==> config.mk <==
export PLATFORM = sky130hd
export DESIGN_NAME = dma_bus_master
export DESIGN_NICKNAME = d
export VERILOG_FILES = /design/src/rtl/sdmac_pkg.sv /design/src/rtl/dma_arbiter.sv /design/src/rtl/dma_bus_master.sv
export SDC_FILE = /design/constraint.sdc
export NUM_CORES = 1
export LEC_CHECK = 0
export BUFFER_PORTS_ARGS = -buffer_cell sky130_fd_sc_hd__buf_2
export CAP_MARGIN = 20
export CORE_ASPECT_RATIO = 1.4
export CORE_UTILIZATION = 40
export CTS_BUF_LIST = sky130_fd_sc_hd__clkbuf_4 sky130_fd_sc_hd__clkbuf_8 sky130_fd_sc_hd__clkbuf_16
export CTS_CLUSTER_SIZE = 30
export DETAILED_ROUTE_END_ITERATION = 10
export PLACE_DENSITY = 0.65
export SLEW_MARGIN = 20
export SYNTH_ARGS = -nofsm -noshare
export SYNTH_HDL_FRONTEND = slang
export SYNTH_HIERARCHICAL = 1
export SYNTH_SLANG_ARGS = --single-unit
export TNS_END_PERCENT = 20
==> constraint.sdc <==
create_clock -name SCLK -period 5.2 [get_ports SCLK]
set_clock_uncertainty 0.2 [all_clocks]
set_input_delay 0.52 -clock SCLK [delete_from_list [all_inputs] [get_ports SCLK]]
set_output_delay 0.52 -clock SCLK [all_outputs]
set_load 0.05 [all_outputs]
==> src/rtl/sdmac_pkg.sv <==
// Shared types and constants for the SDMAC bus-master path.
package sdmac_pkg;

  typedef enum logic [2:0] {
    ARB_IDLE,
    ARB_REQ,
    ARB_OWN,
    ARB_TENURE,
    ARB_REL
  } arb_state_e;

  typedef enum logic [2:0] {
    SEQ_IDLE,
    SEQ_START,
    SEQ_WAIT,
    SEQ_TERM,
    SEQ_RECOV
  } seq_state_e;

  localparam logic       SIZ_LONG = 1'b0;
  localparam logic [1:0] DSACK_32 = 2'b00;

  // A 8/16-bit port answer on a 32-bit master cycle cannot be resized here.
  function automatic logic dsack_narrow(input logic [1:0] i_dsack);
    return (i_dsack == 2'b01) || (i_dsack == 2'b10);
  endfunction

endpackage

==> src/rtl/dma_arbiter.sv <==
// 68030 bus arbitration handshake: request, qualified grant, tenure, release.
module dma_arbiter
  import sdmac_pkg::*;
(
  input  logic clk,
  input  logic rst,
  input  logic i_req,
  input  logic i_bg_n,
  input  logic i_as_n,
  input  logic i_bgack_n,
  input  logic i_release,
  output logic o_granted,
  output logic o_br_n,
  output logic o_bgack_n,
  output logic o_bus_oe,
  output logic o_dmaen_n
);

  arb_state_e r_state;
  logic       r_br_n, r_bgack_n, r_bus_oe, r_dmaen_n;

  always_ff @(posedge clk) begin
    if (rst) begin
      r_state   <= ARB_IDLE;
      r_br_n    <= 1'b1;
      r_bgack_n <= 1'b1;
      r_bus_oe  <= 1'b0;
      r_dmaen_n <= 1'b1;
    end else begin
      case (r_state)
        ARB_IDLE: if (i_req) begin
          r_state <= ARB_REQ;
          r_br_n  <= 1'b0;
        end
        ARB_REQ: begin
          if (!i_req) begin
            r_state <= ARB_IDLE;
            r_br_n  <= 1'b1;
          end else if (!i_bg_n && i_as_n && i_bgack_n) begin
            // Grant only counts once the previous master has left the bus.
            r_state   <= ARB_OWN;
            r_br_n    <= 1'b1;
            r_bgack_n <= 1'b0;
            r_bus_oe  <= 1'b1;
            r_dmaen_n <= 1'b0;
          end
        end
        ARB_OWN:    r_state <= ARB_TENURE;
        ARB_TENURE: if (i_release) begin
          r_state   <= ARB_REL;
          r_bgack_n <= 1'b1;
          r_bus_oe  <= 1'b0;
          r_dmaen_n <= 1'b1;
        end
        ARB_REL:    r_state <= ARB_IDLE;
        default:    r_state <= ARB_IDLE;
      endcase
    end
  end

  assign o_granted = (r_state == ARB_OWN);
  assign o_br_n    = r_br_n;
  assign o_bgack_n = r_bgack_n;
  assign o_bus_oe  = r_bus_oe;
  assign o_dmaen_n = r_dmaen_n;

endmodule

==> src/rtl/dma_bus_master.sv <==
// Bus-master cycle generator: arbitrates for the 68030 bus and runs 32-bit
// read/write beats terminated by _STERM, _DSACK, _BERR or timeout.
module dma_bus_master
  import sdmac_pkg::*;
#(
  parameter int BURST_MAX = 8,
  parameter int TIMEOUT   = 255
) (
  input  logic        SCLK,
  input  logic        RST,
  input  logic        REQ,
  input  logic        LAST,
  input  logic        WR,
  input  logic [31:0] WDATA,
  output logic        ACK,
  output logic        ERR,
  output logic [31:0] RDATA,
  output logic        _BR,
  input  logic        _BG,
  output logic        _BGACK_O,
  input  logic        _BGACK_I,
  input  logic        _AS_I,
  output logic        _AS_O,
  output logic        _DS_O,
  output logic        R_W_O,
  output logic        SIZ1_O,
  output logic        BUS_OE,
  output logic        DATA_OE,
  output logic [31:0] DATA_O,
  output logic        _DMAEN,
  input  logic        _STERM,
  input  logic [1:0]  _DSACK,
  input  logic        _BERR,
  input  logic [31:0] DATA_IN
);

  localparam int BW = $clog2(BURST_MAX + 1);

  seq_state_e    r_state;
  logic [BW-1:0] r_beats;
  logic [7:0]    r_tmo;
  logic          r_wr, r_err_last, r_as_n, r_ds_n, r_rw, r_data_oe, r_ack, r_err;
  logic [31:0]   r_rdata, r_wdata;

  logic          w_granted, w_more, w_release, w_go_start;
  logic          w_fault, w_done, w_ok, w_tmo_hit, w_term;
  logic [7:0]    w_tmo_inc;

  // Priority _BERR > _STERM > _DSACK; a narrow DSACK is only a fault if _STERM is idle.
  assign w_fault   = !_BERR || (_STERM && dsack_narrow(_DSACK));
  assign w_done    = !_STERM || (_DSACK == DSACK_32);
  assign w_ok      = _BERR && w_done;
  assign w_tmo_inc = r_tmo + 8'd1;
  assign w_tmo_hit = (w_tmo_inc == 8'(TIMEOUT));
  assign w_term    = w_fault || w_done || w_tmo_hit;

  assign w_more     = !r_err_last && REQ && !LAST && (r_beats < BW'(BURST_MAX));
  assign w_release  = (r_state == SEQ_RECOV) && !w_more;
  assign w_go_start = ((r_state == SEQ_IDLE) && w_granted) ||
                      ((r_state == SEQ_RECOV) && w_more);

  dma_arbiter u_arb (
    .clk       (SCLK),
    .rst       (RST),
    .i_req     (REQ),
    .i_bg_n    (_BG),
    .i_as_n    (_AS_I),
    .i_bgack_n (_BGACK_I),
    .i_release (w_release),
    .o_granted (w_granted),
    .o_br_n    (_BR),
    .o_bgack_n (_BGACK_O),
    .o_bus_oe  (BUS_OE),
    .o_dmaen_n (_DMAEN)
  );

  always_ff @(posedge SCLK) begin
    if (RST) begin
      r_state    <= SEQ_IDLE;
      r_beats    <= '0;
      r_tmo      <= '0;
      r_wr       <= 1'b0;
      r_err_last <= 1'b0;
      r_as_n     <= 1'b1;
      r_ds_n     <= 1'b1;
      r_rw       <= 1'b1;
      r_data_oe  <= 1'b0;
      r_ack      <= 1'b0;
      r_err      <= 1'b0;
      r_rdata    <= '0;
      r_wdata    <= '0;
    end else begin
      r_ack <= 1'b0;
      r_err <= 1'b0;
      case (r_state)
        SEQ_IDLE:  ;
        SEQ_START: r_state <= SEQ_WAIT;
        SEQ_WAIT: begin
          r_tmo <= w_tmo_hit ? 8'(TIMEOUT) : w_tmo_inc;
          if (w_term) begin
            r_state    <= SEQ_TERM;
            r_as_n     <= 1'b1;
            r_ds_n     <= 1'b1;
            r_data_oe  <= 1'b0;
            r_beats    <= r_beats + BW'(1);
            r_ack      <= w_ok;
            r_err      <= !w_ok;
            r_err_last <= !w_ok;
            if (w_ok && !r_wr) r_rdata <= DATA_IN;
          end
        end
        SEQ_TERM:  r_state <= SEQ_RECOV;
        SEQ_RECOV: if (!w_more) begin
          r_state <= SEQ_IDLE;
          r_beats <= '0;
        end
        default:   r_state <= SEQ_IDLE;
      endcase
      // Beat launch overrides the case above: entry from a fresh grant or a burst continue.
      if (w_go_start) begin
        r_state    <= SEQ_START;
        r_wr       <= WR;
        r_wdata    <= WDATA;
        r_rw       <= !WR;
        r_data_oe  <= WR;
        r_as_n     <= 1'b0;
        r_ds_n     <= 1'b0;
        r_tmo      <= '0;
        r_err_last <= 1'b0;
      end
    end
  end

  assign ACK     = r_ack;
  assign ERR     = r_err;
  assign RDATA   = r_rdata;
  assign _AS_O   = r_as_n;
  assign _DS_O   = r_ds_n;
  assign R_W_O   = r_rw;
  assign SIZ1_O  = SIZ_LONG;
  assign DATA_OE = r_data_oe;
  assign DATA_O  = r_wdata;

endmodule

==> metrics.md <==
| Metric | Value |
|---|---|
| Status | `finished, final reports clean` |
| Worst-Skew Late Latency | `between 0.3 and 0.4 ns` |
| Design Power | `1.442 mW` |
| Post-synthesis net count | `526` |
| Worst min path class | `in2reg` |
| Cell chain of the critical path | `nor2_1 > and2_1 > nand2_1 > or2_2 > nand2_1 > a21oi_1` |
| WL/cell | `13.41 um` |
| Cell family with most CP delay | `simple AND/OR/NAND/NOR gates` |
| Hold path cells | `3` |
| Setup-failing EPs final | `0` |
| Post-synth top cells | `nand2_1 (141), dfxtp_1 (92), a21oi_1 (76)` |
| Net switching power | `roughly 0.32 mW` |
| Switching part of the total power | `22.43%` |
| Synth Register Bits | `slightly above 90` |
| Rows | `40` |
| Die ar. | `0.009426 mm^2` |
| Most numerous cell in the Yosys netlist | `nand2_1` |
| Routed Wire Length | `9.255 mm` |
| Max Root-Sink Buffers | `2` |
| CP Data Arrival Time | `2.41 ns` |
| Final #Nets | `660` |
| Root buf cell | `clkbuf_16` |
| Largest cells by area after synthesis | `dfxtp_1 (51%), nand2_1 (15%), a21oi_1 (11%), clkbuf_1 (2.6%), nor2_1 (1.6%)` |
| CP max FO | `32` |
| TNS Setup | `0 ns` |
| First-pass GRT wire length | `14.39 mm` |
| Largest net degree at the start of global routing | `47` |
| Total gr overflow | `0` |
| DRC violations left | `0` |
| Maximum clock rate | `approximately 0.41 GHz` |
| Flop pwr share | `49.5%` |
| Worst VDD drop | `208.7 uV` |
| Post-CTS Repair Setup Buffers | `0` |
| Fin crit period | `2.413 ns` |
| Area leader, netlist | `dfxtp_1` |
| Vias | `about 3,400` |
| Worst r2r dst | `RDATA[31]` |
| Predominant post-synthesis flop cell | `dfxtp_1` |
| Post-route ant nets | `0` |
| Mapped Area | `0.003615 mm^2` |
| Clock transition at path regs | `0.06 ns` |
| RSZ-0062 raised after global routing | `no` |
| Async SR Flop Fraction | `0%` |
| Total clock sinks | `92` |
| Clk pwr share | `44.9%` |
| CP Buf/Inv Count | `0` |
| Layout cell share with drive strength beyond 1 | `a little under a third` |
| Endpoint class of the critical path | `register` |
| Comb pwr share | `under 10%` |
| Filler cells | `~870` |
| Yosys warnings | `6` |
| Placed insts | `674` |
| Initial Utilization | `41.75%` |
| Die Wd | `82.34 um` |
| Crit path top cell by count | `nand2_1` |
| Final worst-path cycle share | `between 40 and 50%` |
| IO buf count | `149` |
| Cts repair resizes | `0` |
| Layout area overhead | `30.49%` |
| R2r startpoint | `r_state[0]` |
| Vias in the first global route | `3,184` |
| Total core area | `0.008658 mm^2` |
| Power Internal | `1.118 mW` |
| Synth top area share | `50.95%` |
| Critical path required time | `5.19 ns` |
| Max incr delay on CP | `0.57 ns` |
| Cell variety after synth | `49` |
| Seq/Total Area, Yosys | `between 50 and 60%` |
| Detail Placement HPWL | `6.584 mm` |
| Hold Crit Start | `DATA_IN[28]` |
| Antenna violations before repair | `0` |
| ANT cells | `0` |
| Max Transition Viols Final | `0` |
| Finished Cell Area | `0.004717 mm^2` |
| R2R Setup Slk | `2.79 ns` |
| DIE HEIGHT | `114.5 um` |
| Placed cell area | `0.004419 mm^2` |
| Num CTS Buffers | `9` |
| Slew @ Worst Pin | `0.7297 ns` |
| LEAKAGE | `approximately 2.0 nW` |
| CTS tree | `yes` |
| Hold endpoint | `RDATA[28]` |
| Placer Congestion | `0.7561` |
| # Max-Cap Violations | `0` |
| Rel. slew slack | `slightly above 50%` |
| Slowest cell on crit path | `or2_2` |
| Hold-fix buffers, CTS | `0` |
| GRT Util Overall | `20.18%` |
| First-pass DRT Iterations | `4` |
| Worst Path Class, Setup | `reg2reg` |
| P per Cell Area | `305.6 mW/mm^2` |
| Mean Syn Cell Area | `around 8.1 um^2` |
| Vias per inst | `4.991` |
| H-tree Lvls | `3` |
| # IOs | `~150` |
| Iter 0 DRT Violations | `143` |
| Worst r2r path cells | `6` |
| Final hold violations | `0` |
| Cell count after synthesis | `446` |
| Post-synth EDFFs | `0` |
| Post-Layout Cell Count | `690` |
| CP Launch Type | `register` |
==> worst max-delay path by stage <==
stage	end	depth (start not counted)	from
after global placement	r_err_last	6	REQ
after detailed placement	RDATA[13]	9	_DSACK[0]
final	RDATA[31]	6	r_state[0]
after global routing	RDATA[0]	6	r_state[0]
after CTS	RDATA[31]	6	r_state[0]
after floorplan	DATA_O[24]	7	LAST
==> through the flow <==
step / setup slack, ns / util, % / hold WS (ns)
2_1_floorplan: 3.074 / - / 0.2435
3_3_place_gp: 2.193 / 50.69 / 0.2385
3_5_place_dp: 2.568 / 51.04 / 0.2430
4_1_cts: 2.751 / 54.48 / 0.1973
5_1_grt: 2.544 / 54.48 / 0.2004
6_report: 2.787 / 54.48 / 0.2068
==> cell usage in the layout, fill, tap and decap left out, types with 3 or more instances in the layout <==
master,instances
buf_2,149
nand2_1,141
dfxtp_1,92
a21oi_1,76
nor2_1,14
o21ai_0,9
clkbuf_16,9
inv_1,6
or3_1,6
nor3b_1,4
nor2b_1,4
nand2b_1,4
xor2_1,4
nand4b_1,4
nand3_1,4
nor3_1,4
ha_1,4
clkinvlp_4,4
and2_1,3
nand4_1,3
==> routing by layer <==
metal	vias to the layer above	share of wire, %	track usage, %
met5	-	0	0
met4	0	3.0	10.53
li1	1757	-	-
met3	20	5.0	6.056
met2	79	52	34.88
met1	1588	40	21.53
==> registers in the layout, indices dropped and copies added, names as in the netlist, 3 cells and up <==
signal and flops:
DATA_O 32, r_tmo 8, r_beats 4, r_state 3, RDATA 32, u_arb/r_state 3
==> power groups by stage <==
stage	combinational (mW)	clock, mW	sequential (mW)
6_report	0.0804	0.648	0.714
5_1_grt	0.0876	0.689	0.714
4_1_cts	0.0811	0.665	0.713
3_5_place_dp	0.0808	0	0.729
3_3_place_gp	0.0796	0	0.729
2_1_floorplan	0.0295	0	0.741
==> cell families (layout without fill, tap and decap cells) <==
logic type / after synthesis / count (layout) / share of synthesized area (%)
flip-flops: 92 / 92 / 50.95
AND/OR/NAND/NOR: 206 / 206 / 26.06
multiplexers: 2 / 2 / 0.5538
AO/OA/AOI/OAI: 100 / 100 / 15.61
buffers and inverters: 36 / 175 / 4.119
adder cells (fa/ha/maj): 4 / 4 / 1.385
other: 1 / 1 / 0.1037
XOR/XNOR: 5 / 5 / 1.211
==> area by class of cell <==
class                           instances  area [um^2]  area share, %
Sequential cell                        92         1842          39.05
Tap cell                              105        131.4          2.785
Clock inverter                          6        65.06          1.379
Clock buffer                           10        232.7          4.934
Timing Repair Buffer                  153        790.8          16.76
Inverter                                6        22.52         0.4775
Multi-Input combinational cell        318         1633          34.62
==> tightest hold or removal path, stage by stage <==
cell	delay, ns
buf_2	0.09
nand2_1	0.04
a21oi_1	0.05
No activity file was read; power rests on OpenSTA's default activity.
